--- config.mk ---
export PLATFORM = sky130hd
export DESIGN_NAME = i2c_eeprom_slave_sync
export DESIGN_NICKNAME = d
export VERILOG_FILES = /design/src/rtl/i2c_eeprom_slave_sync.sv
export SDC_FILE = /design/constraint.sdc
export NUM_CORES = 2
export LEC_CHECK = 0
export BUFFER_PORTS_ARGS = -buffer_cell sky130_fd_sc_hd__buf_4
export CORE_UTILIZATION = 55
export CTS_CLUSTER_SIZE = 12
export DETAILED_ROUTE_END_ITERATION = 12
export PLACE_DENSITY_LB_ADDON = 0.25
export SLEW_MARGIN = 30
export SYNTH_ARGS = -nofsm -noshare
export SYNTH_HDL_FRONTEND = slang
export SYNTH_SLANG_ARGS = --single-unit
--- constraint.sdc ---
create_clock -name clk -period 6.2 [get_ports clk]
set_input_delay 0.62 -clock clk [delete_from_list [all_inputs] [get_ports clk]]
set_output_delay 0.62 -clock clk [all_outputs]
set_load 0.02 [all_outputs]
--- src/rtl/i2c_eeprom_slave_sync.sv ---
// i2c_eeprom_slave_sync: oversampled I2C EEPROM slave model; optional write protect via I2C_EEPROM_WP_EN
module i2c_eeprom_slave_sync #(
  parameter logic [6:0] ADDRESS = 7'b1010_000,
  parameter int ADDR_W = 8
) (
  input  logic clk,
  input  logic rst_ni,
`ifdef I2C_EEPROM_WP_EN
  input  logic wp_i,
`endif
  input  logic scl_i,
  input  logic sda_i,
  output logic sda_oe_o,
  output logic busy_o
);
  typedef enum logic [3:0] {IDLE, DEV, DEV_ACK, WADDR, WADDR_ACK, WDATA, WDATA_ACK, RDATA, RACK} state_t;
  state_t state_q, state_d;
  logic [2:0] scl_q, scl_d, sda_q, sda_d;
  logic [3:0] cnt_q, cnt_d;
  logic [7:0] sh_q, sh_d, shift_in, rd_now, rd_next;
  logic [ADDR_W-1:0] ptr_q, ptr_d, ptr_inc;
  logic oe_q, oe_d, busy_q, busy_d, we, wp_on;
  logic scl_rise, scl_fall, start, stop, last, rd_start;
  logic [7:0] mem_q [2**ADDR_W];
`ifdef I2C_EEPROM_WP_EN
  assign wp_on = wp_i;
`else
  assign wp_on = 1'b0;
`endif
  assign scl_d = {scl_q[1:0], scl_i};
  assign sda_d = {sda_q[1:0], sda_i};
  assign scl_rise = scl_q[1] & ~scl_q[2];
  assign scl_fall = ~scl_q[1] & scl_q[2];
  assign start = scl_q[1] & scl_q[2] & sda_q[2] & ~sda_q[1];
  assign stop = scl_q[1] & scl_q[2] & ~sda_q[2] & sda_q[1];
  assign shift_in = {sh_q[6:0], sda_q[1]};
  assign last = cnt_q == 4'd7;
  assign ptr_inc = ptr_q + 1'b1;
  assign rd_now = mem_q[ptr_q];
  assign rd_next = mem_q[ptr_inc];
  assign rd_start = (state_q == DEV_ACK) & sh_q[0];
  assign sda_oe_o = oe_q;
  assign busy_o = busy_q;
  // Next-state logic: START/STOP override, bits captured on SCL rise, SDA changed on SCL fall
  always_comb begin
    state_d = state_q;
    cnt_d = cnt_q;
    sh_d = sh_q;
    ptr_d = ptr_q;
    oe_d = oe_q;
    busy_d = busy_q;
    we = 1'b0;
    if (start) begin
      state_d = DEV;
      cnt_d = 4'd0;
      oe_d = 1'b0;
    end else if (stop) begin
      state_d = IDLE;
      cnt_d = 4'd0;
      oe_d = 1'b0;
      busy_d = 1'b0;
    end else if (scl_rise) begin
      case (state_q)
        DEV, WADDR, WDATA: begin
          sh_d = shift_in;
          cnt_d = cnt_q + 4'd1;
          if (last && state_q == DEV) begin
            state_d = shift_in[7:1] == ADDRESS ? DEV_ACK : IDLE;
            busy_d = shift_in[7:1] == ADDRESS;
            cnt_d = shift_in[7:1] == ADDRESS ? 4'd8 : 4'd0;
          end else if (last && state_q == WADDR) begin
            ptr_d = shift_in[ADDR_W-1:0];
            state_d = WADDR_ACK;
          end else if (last) begin
            we = ~wp_on;
            ptr_d = ptr_inc;
            state_d = WDATA_ACK;
          end
        end
        RDATA: begin
          cnt_d = cnt_q + 4'd1;
          state_d = last ? RACK : RDATA;
        end
        RACK: begin
          state_d = sda_q[1] ? IDLE : RACK;
          busy_d = busy_q & ~sda_q[1];
          cnt_d = sda_q[1] ? 4'd0 : cnt_q;
        end
        default: ;
      endcase
    end else if (scl_fall) begin
      case (state_q)
        DEV_ACK, WADDR_ACK, WDATA_ACK: begin
          if (cnt_q == 4'd8) begin
            oe_d = 1'b1;
            cnt_d = 4'd9;
          end else begin
            cnt_d = 4'd0;
            oe_d = rd_start ? ~rd_now[7] : 1'b0;
            sh_d = rd_start ? rd_now : sh_q;
            state_d = state_q == DEV_ACK ? (sh_q[0] ? RDATA : WADDR) : WDATA;
          end
        end
        RDATA: begin
          sh_d = {sh_q[6:0], sh_q[7]};
          oe_d = ~sh_q[6];
        end
        RACK: begin
          if (cnt_q == 4'd8) begin
            oe_d = 1'b0;
            cnt_d = 4'd9;
          end else begin
            ptr_d = ptr_inc;
            sh_d = rd_next;
            oe_d = ~rd_next[7];
            cnt_d = 4'd0;
            state_d = RDATA;
          end
        end
        default: ;
      endcase
    end
  end
  // State, synchronizer and pointer registers with synchronous active-low reset
  always_ff @(posedge clk) begin
    if (!rst_ni) begin
      state_q <= IDLE;
      scl_q <= 3'b111;
      sda_q <= 3'b111;
      cnt_q <= 4'd0;
      sh_q <= 8'd0;
      ptr_q <= '0;
      oe_q <= 1'b0;
      busy_q <= 1'b0;
    end else begin
      state_q <= state_d;
      scl_q <= scl_d;
      sda_q <= sda_d;
      cnt_q <= cnt_d;
      sh_q <= sh_d;
      ptr_q <= ptr_d;
      oe_q <= oe_d;
      busy_q <= busy_d;
    end
  end
  // Byte storage, intentionally not reset
  always_ff @(posedge clk) begin
    if (we) mem_q[ptr_q] <= shift_in;
  end
endmodule

==> flow_summary.toml <==
[place]
io_buffer_count = 5
gp_congestion = 1.06
place_ws_ns = 1.55
dp_hpwl_um = 217000

[setup_path]
worstSetupPathType = "flop to flop"
crit_chain = "nand3_1 > o21ai_1 > nand2_2 > nor2_1 > buf_4 > a32oi_1 > a21oi_1 > a21oi_1 > a31oi_1"
crit_family = "simple AND/OR/NAND/NOR gates"
crit_top_cell = "a21oi_1"
cp-start-kind = "flop"
required_ns = 7.02
crit_fanout = 14
worst-path-stages = 9
cp.arrival_ns = 6.18
reg2regPathDepth = 9
cpMaxStageDelayCell = "nor2_1"
crit_buf_inv = 1
max_stage_delay_ns = 1.09
end_kind = "flop"

[timing]
finalHoldViolations = 0
min_period_over_period_pct = 86.5
rsz0062_at_grt = "no"
tightestPinTransition_ns = 1.21
setup-violations-final = 0
period_needed_ns = 5.37
relSlewSlack_pct = 19.4
slew_violations = 0
clock.fmax_mhz = 186
setup_ws_ns = 0.835
setup_tns_ns = 0
fin_skew_ns = 0.0435

[global_routing]
grt_first_pass_wirelength_um = 464000
gr-usage-all-layers_pct = 36.5
grt_pass1_vias = 60600
overflow = 0
grt_max_degree = 206
busiest_layer = "met2"
grt_antenna_before_repair = 17
grt_use_met1_pct = 48.9
use_met3_pct = 12.5
grtUsageMet2_pct = 51.9

[yosys]
ys_types = 91
ys_seq_area_share_pct = 62.5
syn_area_sq_um = 99700
synth_seq_cells = 2088
syn_nets = 5671
yosysWarnings = 0
synth.avg_cell_area_sq_um = 17.6
yosysTopAreaCell = "edfxtp_1"
async_flop_share_pct = 0
postSynthCellCount = 5658
synth_edf_count = 2048
synth_top_area_share_pct = 61.7
ys_top_cells_by_area = "edfxtp_1 (62%), mux4_2 (19%), mux4_1 (2.5%)"
synth_flop_cell = "edfxtp_1"

[route]
ant_nets = 0
dr.pass1.iters = 8
vias_per_cell = 7.62
drc_errors = 0
wire_per_inst_um = 40.7
via_count = 62300
wirelength_um = 332000
drt-initial-drc-count = 10800

[floorplan]
rows = 155
start_util_pct = 55.6
chipHeight_um = 428
ioPinCount = 6
die_area_sq_um = 183000
die_x_um = 428
core_sq_um = 179000

[clock_network]
cts_tree = "yes"
cts_root_buf = "clkbuf_16"
cts.sinks = 2088
htreeDepth = 4
clockBufferDepth = 3
cts_resized = 0
clk_latency_ns = 0.89
clk_pin_slew_ns = 0.07
cts_inserted_buffers = 215

[final_layout]
area_delta_synth_final_pct = 9.29
nets = 5667
drive_gt1_share_pct = 26.8
seqCellArea_sq_um = 62400
fin_util_pct = 60.8
fillers = 12700
multiInputGateArea_sq_um = 34900

[flow_run]
maxCapViolCount = 0

[pwr]
peakVddDrop_mv = 0.227
p_leak_nw = 32.6
power.density_nw_per_um2 = 253

[hold_path]
whs_path_depth = 2
hold_class = "input pin to flop"

[outcome]
status = "completed"
-- worst paths after layout --
path | from | end | slack [ns]
max reg2reg | ptr_q[4]$_SDFFE_PN0N_ | sh_q[5]$_SDFFE_PN0P_ | 0.83
min reg2reg | scl_q[0]$_SDFF_PN1_ | scl_q[1]$_SDFF_PN1_ | 0.42
min | rst_ni | sda_q[0]$_SDFF_PN1_ | 0.10
max | ptr_q[4]$_SDFFE_PN0N_ | sh_q[5]$_SDFFE_PN0P_ | 0.83
-- per-layer routing --
| metal | routed length [um] | share of wire (%) | vias up |
|---|---|---|---|
| met5 | 93 | 0.028 | - |
| met4 | 24000 | 7.2 | 12 |
| met3 | 49100 | 15 | 1118 |
| met2 | 143000 | 43 | 5371 |
| met1 | 116000 | 35 | 32100 |
| li1 | - | - | 23700 |
-- logic make-up (layout without fill, tap and decap cells) --
logic type,after synthesis,in the layout,synth area share (%)
xor gates and xnor gates,13,13,0.167
muxes,1125,1125,23.7
other,0,10,0
AOI/OAI and AO/OA,654,654,4.71
buffers and inverters,469,618,3.07
adders and majority gates,10,10,0.123
DFF,2088,2088,62.5
and+or+nand+nor,1299,1299,5.75
-- cell usage after synthesis (32+ instances only) --
cell type,count
edfxtp_1,2048
mux4_2,861
nand2_1,524
nor2_1,333
nand3_1,196
a22oi_1,170
mux2i_1,160
buf_2,129
clkbuf_1,127
a21oi_1,114
mux4_1,93
buf_4,72
a31oi_1,63
buf_6,54
a32oi_1,47
o21ai_0,47
nor3_1,44
dfxtp_1,40
and3_1,36
buf_1,35
nor2b_1,35
a221oi_1,32
-- area by class of cell --
cell class	instances	area share, %
diodes	10	0.0230
repair buffers	233	2.05
well taps	2355	2.70
flip-flops and latches	2088	57.2
multi-input cells	3101	32.0
clock buffers	278	5.25
inverters	15	0.0517
clock inverters	92	0.668
-- metrics by stage --
step / cell area, sq um / hold slack, ns / std cells / total power, mW
after floorplan: 99700 / 0.386 / 5658 / 15.6
after global placement: 102000 / 0.402 / 7785 / 15.6
after detailed placement: 102000 / 0.396 / 7787 / 15.6
after CTS: 109000 / 0.0556 / 8159 / 27.6
after global routing: 109000 / 0.102 / 8163 / 28.1
final: 109000 / 0.100 / 8172 / 27.6
-- timing repair --
action,CTS,global route
endpoints found under the hold margin,2,0
hold buffers,2,0
buffers inserted,0,0
-- layout by cell type (no fill, tap or decap), types with 10 or more instances in the layout --
cell / instances
nor4_1: 16
nor2_1: 214
o21ai_0: 47
clkbuf_1: 58
a211oi_1: 15
a22o_1: 25
mux4_2: 861
clkbuf_16: 220
and3_1: 36
edfxtp_1: 2048
a21oi_1: 114
a221oi_1: 32
nor2_2: 118
dfxtp_4: 13
inv_1: 14
mux2i_1: 160
a22oi_1: 170
buf_12: 33
o22ai_1: 24
o311ai_0: 10
clkinv_2: 21
nor3_1: 43
clkinv_1: 47
nor2b_1: 27
o211ai_1: 12
nand2b_1: 25
a32oi_1: 47
a311oi_1: 16
mux4_1: 93
nand4_1: 30
a31oi_1: 62
buf_4: 186
diode_2: 10
nand3_1: 192
dfxtp_1: 25
and2_1: 13
nand2_1: 524
-- where the power goes --
| part | switching [mW] | total (mW) | internal (mW) | leakage (nW) |
|---|---|---|---|---|
| Clock | 5.51 | 12.3 | 6.75 | 3.14 |
| Combinational | 0.0404 | 0.0503 | 0.00984 | 9.66 |
| Sequential | 0.00773 | 15.3 | 15.3 | 19.8 |
| Total | 5.56 | 27.6 | 22.0 | 32.6 |
-- flip-flops by register name (all words and copies together), names as in the netlist, named ones only --
signal	flops
mem_q	2048
ptr_q	8
sh_q	8
cnt_q	4
state_q	4
scl_q	3
sda_q	3
busy_o	1
sda_oe_o	1
Note: power is estimated with default switching activity, not from simulation.
